File: config.mk
export PLATFORM = sky130hd
export DESIGN_NAME = apb_master_bridge
export DESIGN_NICKNAME = d
export VERILOG_FILES = /design/src/rtl/apb_timer_pkg.sv /design/src/rtl/apb_timeout_cnt.sv /design/src/rtl/apb_master_bridge.sv
export SDC_FILE = /design/constraint.sdc
export NUM_CORES = 1
export LEC_CHECK = 0
export ABC_AREA = 1
export CORE_MARGIN = 8
export CORE_UTILIZATION = 43
export CTS_CLUSTER_SIZE = 16
export DETAILED_ROUTE_END_ITERATION = 16
export GPL_ROUTABILITY_DRIVEN = 0
export GPL_TIMING_DRIVEN = 0
export PLACE_DENSITY = 0.79
export SKIP_CTS_REPAIR_TIMING = 1
export SLEW_MARGIN = 30
export SYNTH_ARGS = -nofsm -noshare
export SYNTH_HDL_FRONTEND = slang
export SYNTH_HIERARCHICAL = 1
export SYNTH_SLANG_ARGS = --single-unit
File: constraint.sdc
create_clock -name pclk -period 2.11 [get_ports pclk]
set_input_delay 0.5275 -clock pclk [delete_from_list [all_inputs] [get_ports pclk]]
set_output_delay 0.5275 -clock pclk [all_outputs]
set_load 0.03 [all_outputs]
File: src/rtl/apb_timer_pkg.sv
// Shared definitions for the APB master bridge and the timer it talks to:
// FSM state encoding and the timer register map constants.
package apb_timer_pkg;

  typedef enum logic [1:0] {
    IDLE   = 2'b00,
    SETUP  = 2'b01,
    ACCESS = 2'b10,
    RESP   = 2'b11
  } apb_state_e;

  // Timer control register address and its enable bit position
  localparam logic [7:0]  ADDR_TCR   = 8'h01;
  localparam int unsigned TCR_EN_BIT = 4;

endpackage

File: src/rtl/apb_timeout_cnt.sv
// Wait-state counter for the APB ACCESS phase. It counts ACCESS cycles in
// which the slave is not ready and flags expiry during the TIMEOUT-th one.
// TIMEOUT = 0 disables expiry entirely.
module apb_timeout_cnt #(
  parameter int unsigned TIMEOUT = 16
) (
  input  logic pclk,
  input  logic preset_n,
  input  logic clear,
  input  logic enable,
  output logic expired
);

  localparam int unsigned CW = (TIMEOUT > 0) ? $clog2(TIMEOUT + 1) : 1;
  // Saturation point and the count value seen during the last allowed cycle
  localparam logic [CW-1:0] CNT_MAX  = CW'(TIMEOUT);
  localparam logic [CW-1:0] CNT_LAST = (TIMEOUT > 0) ? CW'(TIMEOUT - 1) : {CW{1'b0}};

  logic [CW-1:0] cnt_q;
  logic [CW-1:0] cnt_d;

  // Next count: clear has priority, otherwise saturating increment
  always_comb begin
    cnt_d = cnt_q;
    if (clear) begin
      cnt_d = {CW{1'b0}};
    end else if (enable && (cnt_q != CNT_MAX)) begin
      cnt_d = cnt_q + 1'b1;
    end else begin
      cnt_d = cnt_q;
    end
  end

  // Counter register
  always_ff @(posedge pclk or negedge preset_n) begin
    if (!preset_n) begin
      cnt_q <= {CW{1'b0}};
    end else begin
      cnt_q <= cnt_d;
    end
  end

  // Expiry is only meaningful while a waiting ACCESS cycle is in progress
  assign expired = (TIMEOUT != 0) && enable && (cnt_q == CNT_LAST);

endmodule

File: src/rtl/apb_master_bridge.sv
// Single-outstanding APB master: turns a valid/ready command into a
// SETUP/ACCESS APB transfer, absorbs wait states, aborts hung transfers
// after TIMEOUT ACCESS cycles and returns a one-cycle response strobe.
module apb_master_bridge
  import apb_timer_pkg::*;
#(
  parameter int unsigned ADDR_WIDTH = 8,
  parameter int unsigned DATA_WIDTH = 8,
  parameter int unsigned TIMEOUT    = 16
) (
  input  logic                  pclk,
  input  logic                  preset_n,
  input  logic                  cmd_valid,
  output logic                  cmd_ready,
  input  logic                  cmd_write,
  input  logic [ADDR_WIDTH-1:0] cmd_addr,
  input  logic [DATA_WIDTH-1:0] cmd_wdata,
  output logic                  rsp_valid,
  output logic [DATA_WIDTH-1:0] rsp_rdata,
  output logic                  rsp_err,
  output logic                  psel,
  output logic                  penable,
  output logic                  pwrite,
  output logic [ADDR_WIDTH-1:0] paddr,
  output logic [DATA_WIDTH-1:0] pwdata,
  input  logic [DATA_WIDTH-1:0] prdata,
  input  logic                  pready,
  input  logic                  pslverr
);

  apb_state_e            state_q,     state_d;
  logic                  psel_q,      psel_d;
  logic                  penable_q,   penable_d;
  logic                  pwrite_q,    pwrite_d;
  logic [ADDR_WIDTH-1:0] paddr_q,     paddr_d;
  logic [DATA_WIDTH-1:0] pwdata_q,    pwdata_d;
  logic                  rsp_valid_q, rsp_valid_d;
  logic [DATA_WIDTH-1:0] rsp_rdata_q, rsp_rdata_d;
  logic                  rsp_err_q,   rsp_err_d;

  logic to_clear;
  logic to_enable;
  logic to_expired;

  // Counter restarts on command acceptance and runs on waiting ACCESS cycles
  assign to_clear  = (state_q == IDLE) && cmd_valid;
  assign to_enable = (state_q == ACCESS) && !pready;

  apb_timeout_cnt #(
    .TIMEOUT (TIMEOUT)
  ) u_timeout_cnt (
    .pclk     (pclk),
    .preset_n (preset_n),
    .clear    (to_clear),
    .enable   (to_enable),
    .expired  (to_expired)
  );

  // Next-state and next-output logic; bus outputs derive from the next state
  // so that psel/penable/rsp_valid are registered and line up with the state
  always_comb begin
    state_d     = state_q;
    pwrite_d    = pwrite_q;
    paddr_d     = paddr_q;
    pwdata_d    = pwdata_q;
    rsp_rdata_d = {DATA_WIDTH{1'b0}};
    rsp_err_d   = 1'b0;
    case (state_q)
      IDLE: begin
        if (cmd_valid) begin
          state_d  = SETUP;
          pwrite_d = cmd_write;
          paddr_d  = cmd_addr;
          pwdata_d = cmd_wdata;
        end else begin
          state_d = IDLE;
        end
      end
      SETUP: begin
        state_d = ACCESS;
      end
      ACCESS: begin
        if (pready) begin
          // pslverr is only looked at when the slave completes
          state_d     = RESP;
          rsp_rdata_d = pwrite_q ? {DATA_WIDTH{1'b0}} : prdata;
          rsp_err_d   = pslverr;
        end else if (to_expired) begin
          state_d   = RESP;
          rsp_err_d = 1'b1;
        end else begin
          state_d = ACCESS;
        end
      end
      RESP: begin
        state_d = IDLE;
      end
      default: begin
        state_d = IDLE;
      end
    endcase
    psel_d      = (state_d == SETUP) || (state_d == ACCESS);
    penable_d   = (state_d == ACCESS);
    rsp_valid_d = (state_d == RESP);
  end

  // State and output registers; reset drops any in-flight transfer
  always_ff @(posedge pclk or negedge preset_n) begin
    if (!preset_n) begin
      state_q     <= IDLE;
      psel_q      <= 1'b0;
      penable_q   <= 1'b0;
      pwrite_q    <= 1'b0;
      paddr_q     <= {ADDR_WIDTH{1'b0}};
      pwdata_q    <= {DATA_WIDTH{1'b0}};
      rsp_valid_q <= 1'b0;
      rsp_rdata_q <= {DATA_WIDTH{1'b0}};
      rsp_err_q   <= 1'b0;
    end else begin
      state_q     <= state_d;
      psel_q      <= psel_d;
      penable_q   <= penable_d;
      pwrite_q    <= pwrite_d;
      paddr_q     <= paddr_d;
      pwdata_q    <= pwdata_d;
      rsp_valid_q <= rsp_valid_d;
      rsp_rdata_q <= rsp_rdata_d;
      rsp_err_q   <= rsp_err_d;
    end
  end

  assign cmd_ready = (state_q == IDLE);
  assign psel      = psel_q;
  assign penable   = penable_q;
  assign pwrite    = pwrite_q;
  assign paddr     = paddr_q;
  assign pwdata    = pwdata_q;
  assign rsp_valid = rsp_valid_q;
  assign rsp_rdata = rsp_rdata_q;
  assign rsp_err   = rsp_err_q;

endmodule

## Word level (Yosys, flattened, before mapping)

Cells that the tools add are included.

- Register bits after elaboration: 36
- Bits in writable memories: 0
- Bits in read-only memories: 0
- Bits of input ports: 30
- Memories kept: 0
- Bits in latches: 0

- Add/sub/neg operators: 1
- Reductions and logical operators: 9
- Bitwise gates (word level): 0
- Divide/modulo/power cells: 0
- Equality and inequality tests: 8
- Shifts and indexed selects: 0
- $lt $le $gt $ge: 0
- Multipliers: 0
- Muxes and demuxes: 12

Operator list:

| operator | number |
|---|---|
| 8-bit 2-to-1 mux | 3 |
| 5-bit 2-to-1 mux | 2 |
| 2-bit == test, second input constant | 4 |
| 2-bit one-hot mux with 4 select lines | 1 |
| 1-bit 2-to-1 mux | 6 |
| 5-bit by 1-bit adder with 5-bit output, second input constant | 1 |
| 5-bit by 4-bit == test with 1-bit output, second input constant | 1 |
| 5-bit inequality test, second input constant | 1 |
| 2-bit by 1-bit == test with 1-bit output, second input constant | 2 |
| 1-bit logical AND | 4 |
| 2-bit logical NOT | 1 |
| 2-bit AND reduction | 1 |
| 2-bit nonzero test | 1 |
| 1-bit logical NOT | 1 |
| 1-bit logical OR | 1 |

## Depth between registers and ports, before layout

Gate-level depths: netlist of run 1.

- Word-level depth: 8
- Mapped depth: 11
- Depth with buffers taken out: 11

## Cells and area by module

The synthesis of run 1 kept the hierarchy.

Modules (own cells, without submodules):

| module | instances | area each (µm²) | cells each | sequential area each (µm²) |
|---|---|---|---|---|
| apb_master_bridge | 1 | 1,212.4 | 123 | 775.7 |
| apb_timeout_cnt | 1 | 340.3 | 46 | 125.1 |

## Worst setup path after synthesis of run 1

OpenSTA, ideal clock, no wires.

- Path type: reg-to-reg
- Start point: reg state_q[0]
- End point: reg psel_q, in the netlist psel
- Buffers on the path: 0
- Slack: 0.458 ns
- Period minus slack after synthesis: 1.652 ns
- Setup time: 0.113 ns
- Arrival time: 1.539 ns
- Data required time: 1.997 ns
- Cell stages (with the launch flop): 12
- Cell sequence: dfrtp_1 inv_1 ha_1 inv_1 nor2_1 nand2_1 inv_1 nand2_1 nand2_1 a21oi_1 ha_1 inv_1

- Longest elaborated chain between the ends: 8
- Elaborated cells between the ends (all ways): 12

Ends and longest elaborated chain:

| element | line | source |
|---|---|---|
| start, declared | apb_master_bridge.sv:31 | `apb_state_e state_q, state_d;` |
| start signal, assigned | apb_master_bridge.sv:120 | `state_q <= state_d;` |
| 2-bit == test * | apb_master_bridge.sv:47 | `assign to_enable = (state_q == ACCESS) && !pready;` |
| 1-bit logical AND * | apb_master_bridge.sv:47 |  |
| net to_enable | apb_master_bridge.sv:42 | `logic to_enable;` |
| 1-bit logical AND * | apb_timeout_cnt.sv:44 | `assign expired = (TIMEOUT != 0) && enable && (cnt_q == CNT_LAST);` |
| net to_expired | apb_master_bridge.sv:43 | `logic to_expired;` |
| 1-bit 2-to-1 mux * | apb_master_bridge.sv:88 | `end else if (to_expired) begin` |
| 1-bit 2-to-1 mux * | apb_master_bridge.sv:83 | `if (pready) begin` |
| 2-bit one-hot mux with 4 select lines * | apb_master_bridge.sv:68 | `case (state_q)` |
| 2-bit by 1-bit == test with 1-bit output or 2-bit == test (tied branches) | apb_master_bridge.sv:102 | `psel_d = (state_d == SETUP) \|\| (state_d == ACCESS);` |
| 1-bit logical OR * | apb_master_bridge.sv:102 |  |
| net psel_d | apb_master_bridge.sv:32 | `logic psel_q, psel_d;` |
| end signal, assigned | apb_master_bridge.sv:121 | `psel_q <= psel_d;` |
| end, declared | apb_master_bridge.sv:32 |  |

The timed path passes the listed nets; every way through them passes the cells marked *.
A chain may end at the register's enable or synchronous reset.

## Final worst setup path of run 1

- Start point: reg pwdata_q[1], in the netlist pwdata[1]
- End point: out pwdata[1]

RTL lines:

| element | line | source |
|---|---|---|
| start, declared | apb_master_bridge.sv:36 | `logic [DATA_WIDTH-1:0] pwdata_q, pwdata_d;` |
| start signal, assigned | apb_master_bridge.sv:115 | `pwdata_q <= {DATA_WIDTH{1'b0}};` |
| start signal, assigned | apb_master_bridge.sv:125 | `pwdata_q <= pwdata_d;` |
| end, declared | apb_master_bridge.sv:25 | `output logic [DATA_WIDTH-1:0] pwdata,` |

No word-level cell between the ends.

==> results of run 1 <==
kinds of logic (layout without fill, tap and decap cells):
| group | after synthesis | count (layout) |
|---|---|---|
| buffers and inverters | 26 | 93 |
| and+or+nand+nor | 98 | 98 |
| DFF | 36 | 36 |
| adders and majority gates | 7 | 7 |
| AOI/OAI and AO/OA | 2 | 2 |
cell usage after synthesis, drive strengths merged:
cell type and instances:
buf 3, a21oi 1, nand3 7, nand2 71, nor2 16, dfrtp 36, ha 7, inv 22
nand4 3, o21ai 1, or2 1, clkinv 1
area by class of cell:
class / instances / area (µm²)
inverter: 23 / 90.1
sequential: 36 / 901
clock inverter: 1 / 5.00
clock buffer: 6 / 41.3
multi-input combinational: 107 / 534
buffer: 3 / 27.5
fill: 304 / 1300
tap: 48 / 60.1
timing repair buffer: 60 / 616
where the power goes:
part	internal [W]	switching [W]	leakage, nW
clock	0.000123	0.000203	0.0281
combinational	0.000664	0.000974	0.696
sequential	0.000956	0.000147	0.463
per-stage QoR:
step	power, W	setup TNS (ps)
CTS	0.00311	-170
global route	0.00332	0
finish	0.00307	0
floorplan	0.00211	0
global placement	0.00274	-9630
detailed placement	0.00278	-60.8
metal layers:
layer | track usage (%) | vias up
met5 | 0 | -
met4 | 3.46 | 0
met3 | 6.96 | 7
met2 | 18.5 | 40
met1 | 14.4 | 556
li1 | - | 640
flip-flops by register name, indices dropped and copies added (netlist names):
| name | cells |
|---|---|
| paddr | 8 |
| pwdata | 8 |
| rsp_rdata | 8 |
| u_timeout_cnt/cnt_q | 5 |
| state_q | 2 |
| penable | 1 |
| psel | 1 |
| pwrite | 1 |
| rsp_err | 1 |
| rsp_valid | 1 |
worst paths after layout:
path                             from         to  slack, ps  depth (start not counted)
setup / recovery            pwdata[1]  pwdata[1]        200                          1
hold / removal               preset_n  pwdata[3]        100                          1
setup reg to reg           state_q[0]       psel        290                         11
hold reg to reg             pwdata[0]  pwdata[0]        490                          2
max in group asynchronous    preset_n   paddr[7]       1590                          2
min in group pclk           pwdata[0]  pwdata[0]        490                          2
==> results summary, run 1 <==
The count of nets after finishing came out at around 270. The number of buffer and inverter stages on the critical path is 1. In this run the worst path has a maximum fanout of 2. The worst-case clock skew came out at approximately 8.6 ps. The mux share of post-synthesis cell area came out at 0%. The sum of met3 wire segment lengths after detailed routing came out at 312 µm. Summed over all nets, the half-perimeter wirelength after detailed placement is between 2000 and 3000 µm. The die covers 0.00579 mm². The number of register bits inferred by synthesis came out at 36. The vertical die dimension came out at 76.1 µm. Synthesis handed over a netlist of 169 instances. The detail-routed via count per cell came out at ~4.4.

The number of setup violations in the final report is 0. The number of placement rows is 22. After detailed routing, the wire length on met1 is between 1000 and 1500 µm. The average detailed-routed wire length per instance came out at about 11 µm. The run finished with clean final reports. The H-tree generated during clock tree synthesis spans 2 levels. The fraction of final layout cells sized beyond drive strength 1 came out at about 11%. The transition time at the pin with the least slew margin came out at ~460 ps. The clock transition at the registers of the reported paths is about 100 ps. Summing the areas of all fa, ha and maj instances in the mapped netlist gives under 10% of the synthesized area. The later pin in the worst-skew pair is clocked with a latency of 330 ps.

STA classifies the critical path startpoint as a flop. The initial antenna violation count came out at 0. The number of global-route vias before repair is 1295. A synthesized cell averages 9.19 µm². For this design the ratio of total power to cell area is 1350 mW/mm².

Setup repair after global routing left no endpoint under its margin. Routed signal wires occupy layers up through met4. The total count of max-transition violations in the final report was 0. The number of diodes came out at 0. Data on the critical path is required at its endpoint by approximately 1600 ps. The number of buffers on the longest clock path came out at 2. The largest net degree at the start of global routing came out at 23. The tree is rooted in a clkbuf_4.

The effective utilization at floorplan is a little over two fifths. The number of buffers inserted during clock tree synthesis came out at 5. The clock net sink count came out at 36. The biggest area contributor in the post-synthesis netlist is dfrtp_1.

The count of maximum capacitance violations came out at 0. The tightest min-delay check is of the input port to async pin type. The global-route wire length before repair came out at 5830 µm.

Static timing analysis puts the maximum clock frequency at roughly 520 MHz. The placed instances occupy a cell area of 0.00223 mm². The total count of hold-check failures in the final report was 0. At the placement stage, the worst setup path has a slack of -60.8 ps. Of the post-synthesis cell area, the dominant cell type holds between 50% and 60%. The global-route congestion overflow total came out at 0. By area, the combinational part of the netlist is dominated by simple AND/OR/NAND/NOR gates.

Sequential elements use slightly below 60% of the synthesized area. The post-placement cell count is 277. The maximum VDD drop is ~0.65 mV. The count of unique library cells instantiated by Yosys is 19. The top cell types in the final layout, fill and taps aside, are nand2_1, clkdlybuf4s50_1, dfrtp_1.

From synthesis to final layout, the design area changed by 46.5%. By area the synthesized netlist is led by dfrtp_1, nand2_1, ha_1, inv_1, nor2_2. The global-route usage over all layers is ~12%. The Yosys step of the flow raised 6 warnings. The largest individual stage delay along the critical path comes from the cell clkdlybuf4s50_1. The final layout contains routed wiring with a total length of around 3300 µm.

The synthesized net count is a little over 200. The non-filler instance count after layout is around 280. The most common library cell in the layout ignoring fill and taps is nand2_1. The iteration-0 DRC count of the detailed router came out at 46.

The worst setup path is of the flop to primary output kind. STA puts the critical path data arrival time at between 1000 and 1500 ps. The die is approximately 76 µm wide. The smallest clock period supported by the final layout is computed as 1910 ps. The core region is ~0.0036 mm². Traced cell by cell, the critical path runs through clkdlybuf4s50_1. The final hold slack is roughly 100 ps. The post-synthesis share of cell area spent on xor and xnor gates is 0%.

TritonCTS built the clock tree. The number of optimization iterations in the first detailed-route pass came out at 4. The final routed DRC violation total is 0.

The combined area of all synthesized cells came out at 0.00155 mm². The total met2 wirelength after detailed routing came out at roughly 1500 µm. The synthesized netlist devotes less than 1% of its cell area to compound gates.

After layout, the worst path uses 90.6% of the clock period. The minimum setup slack in the final design is around 200 ps. The count of antenna-violating nets left after detailed routing is 0. In this design, the stage delay of the slowest critical-path cell is between 600 and 700 ps. The endpoint kind of the worst setup timing path is a primary output.

The normalized max-slew margin is ~69%. On the critical path the largest part of the delay comes from buffers and inverters. The area of all placed cells without fillers is around 0.0023 mm². The simple-gate portion of the synthesized area came out at 28.1%. The post-layout utilization of the core is 63.6%. The leakage component of the power came out at ~1.2 nW. In this run the count of I/O pins placed on the die edge is 60.

The final route contains 1243 vias. During placement, the flow inserted port buffers numbering 59.
Power figures use the tool's default switching activity.
==> inputs of run 2 (changes only) <==
- ABC_CLOCK_PERIOD_IN_PS: unset -> 2110
- CAP_MARGIN: unset -> 40
- CELL_PAD_IN_SITES_DETAIL_PLACEMENT: unset -> 0
- CELL_PAD_IN_SITES_GLOBAL_PLACEMENT: unset -> 1
- CORE_UTILIZATION: 43 -> 31
- PLACE_DENSITY: 0.79 -> unset
- PLACE_DENSITY_LB_ADDON: unset -> 0.1
==> run 2 against run 1 <==
Critical path depth increased by 8. Total power increased by 4.7%. Clock-buffer cell count unchanged. Global-route usage decreased by 1.5 points. Non-clock buffer count unchanged. Clock skew decreased by 4.3 ps.
==> results summary, run 2 (synthesis results as in run 1) <==
The flow ran to the end, and the final reports show no timing, DRC or antenna violations. The global-route wire length before repair is between 6000 and 7000 µm. In this run, CTS created clock tree buffers numbering 5. The detail route stage leaves a number of antenna-violating nets equal to 0. Once the floorplan was initialized, standard cells occupied about 32% of the core. The buffer type at the clock tree root is clkbuf_8. The design internal power is ~0.0018 W. The min-delay analysis places its worst path in the category input port to async pin. The leakage component of the power is between 1 and 1.5 nW. In this run, the combinational gates consume around 52% of the power. The kind of start point of the critical path is an input port.

The clock transition at the registers of the reported paths is about 70 ps. The library cell used most frequently in the layout, excluding fill and tap cells, is nand2_1. The detailed-route wire length came out at between 3000 and 4000 µm. The required arrival time at the worst endpoint is approximately 2300 ps.

The non-filler instance count after layout came out at 303. The footprint of the multi-input gates came out at around 530 µm². The count of port buffers added during placement came out at 59.

The worst-case clock skew came out at ~4.3 ps. The final routed DRC violation total came out at 0. The worst setup path is of the input port to flop kind.

The number of inserted filler cells in the final layout came out at around 480. The final hold slack is around 110 ps. The largest net degree at the start of global routing is 28.

The most numerous cell type found on the critical path is nand2_1. The clock period minus final worst setup slack is between 1500 and 2000 ps. Setup violations remaining at the end of the flow were counted as 0. TritonCTS built the clock tree. The total count of max-transition violations in the final report came out at 0. The area of all placed cells without fillers came out at around 0.0023 mm². Walking the worst path, the cells encountered are clkdlybuf4s50_1, nor2_1, nand2_1, inv_1, nand2_1, nand2_1, a21oi_1, ha_1, inv_1. Dividing total power by cell area gives a power density of ~1400 mW/mm².

The total net switching power came out at 0.00137 W. The maximum frequency from static timing analysis is 525 MHz. The arrival time of data at the critical path endpoint is between 2000 and 2500 ps. The total via count after detailed routing came out at between 1000 and 1500. The normalized max-slew margin came out at 67.3%. The total count of hold-check failures in the final report came out at 0.

The count of maximum capacitance violations is 0. For the pin with the worst max-slew slack, the measured transition is ~500 ps. Global routing consumed, over all layers together, a little over a tenth of the routing resources. The area growth from synthesis to final layout came out at 49.6%. The vertical die dimension is around 87 µm.

The net count of the finished layout is 273. The library cells used most frequently in the layout, excluding fill and tap cells, are nand2_1, clkdlybuf4s50_1, dfrtp_1. The core area is roughly 0.0048 mm². The placement-stage cell area came out at 0.00224 mm². The number of optimization iterations in the first detailed-route pass is 4. At the later pin of the worst-skew pair, clock insertion delay measures roughly 280 ps. The endpoint kind of the worst setup timing path is a flop.

After global routing the overflow that remains totals 0. Of all nets on the critical path, the largest fanout is 6. 0 antenna diodes ended up in the layout. For this run, the slowest stage of the critical path takes roughly 440 ps. The clock power share is between 10 and 15%. The count of pins on the block boundary is 60.

Dividing the detail-routed via count by the number of cells gives 4.14. The H-tree depth reported by CTS came out at 2. The final worst-path cycle share is between 90% and 100%.

The register cell area after layout is about 900 µm². The share of total power consumed by net switching came out at a little over two fifths. The longest clock path from root to sink contains 2 buffers. The worst-case IR drop observed on VDD is approximately 0.43 mV.

The average detailed-routed wire length per instance is 12.9 µm. The number of global-route vias before repair is 1316. On the critical path, the stage with the largest delay is an instance of clkdlybuf4s50_1. Of the cells placed in the final design, the portion with a size suffix greater than 1 is roughly 11%. Summed over all nets, the half-perimeter wirelength after detailed placement is approximately 3000 µm.

The clock net sink count came out at 36. The die covers between 0.007 and 0.008 mm². The initialized floorplan defines 25 standard-cell rows.

Setup repair after global routing left no endpoint under its margin. The iteration-0 DRC count of the detailed router came out at 40. The width of the chip is about 87 µm.

The share of power burned in registers is between 30 and 40%. The initial antenna violation count came out at 0. The post-placement cell count came out at between 200 and 300.
run 2: path summary, 6_finish.rpt:
path | start | end | cells past startpoint | slack, ps
max in group asynchronous | preset_n | pwdata[0] | 2 | 1590
hold reg to reg | pwdata[4] | pwdata[4] | 2 | 480
setup reg to reg | state_q[0] | psel | 11 | 240
setup / recovery | pready | psel | 9 | 210
min in group pclk | pwdata[4] | pwdata[4] | 2 | 480
hold / removal | preset_n | u_timeout_cnt/cnt_q[4] | 1 | 110
run 2: power groups by stage:
stage,Combinational [W],Sequential [W],Clock (W)
after floorplan,0.000586,0.00153,0
after global placement,0.00166,0.00111,0
after detailed placement,0.00170,0.00112,0
after CTS,0.00170,0.00111,0.000470
after global routing,0.00181,0.00114,0.000500
final,0.00166,0.00111,0.000444
run 2: cell type report:
| cell class | instances | share of cell area [%] |
|---|---|---|
| buffer | 3 | 1.19 |
| clock buffer | 6 | 3.12 |
| clock inverter | 1 | 0.216 |
| inverter | 23 | 3.88 |
| multi-input combinational | 107 | 23.0 |
| sequential | 36 | 38.8 |
| tap | 67 | 3.61 |
| timing repair buffer | 60 | 26.2 |
run 2: layer usage:
metal	global-route usage (%)	vias up	part of all wire, %
met5	0	-	0
met4	4.23	0	1.4
met3	5.01	5	9.4
met2	18.5	37	50
met1	10.9	572	39
li1	-	639	-
run 2: worst max-delay path, delay by kind of cell:
kind,cells,cell delay [ps]
buffers and inverters,3,540
adder cells (fa/ha/maj),1,270
AO/OA/AOI/OAI,1,80
AND/OR/NAND/NOR,4,660
run 2: metrics by stage:
stage / utilization (%) / total power [W] / setup slack (ps) / TNS (ps)
after floorplan: - / 0.00211 / 458 / 0
after global placement: 46.5 / 0.00277 / -309 / -11180
after detailed placement: 46.8 / 0.00281 / -115 / -122
after CTS: 48.5 / 0.00328 / -116 / -116
after global routing: 48.5 / 0.00345 / 56.4 / 0
final: 48.5 / 0.00321 / 207 / 0
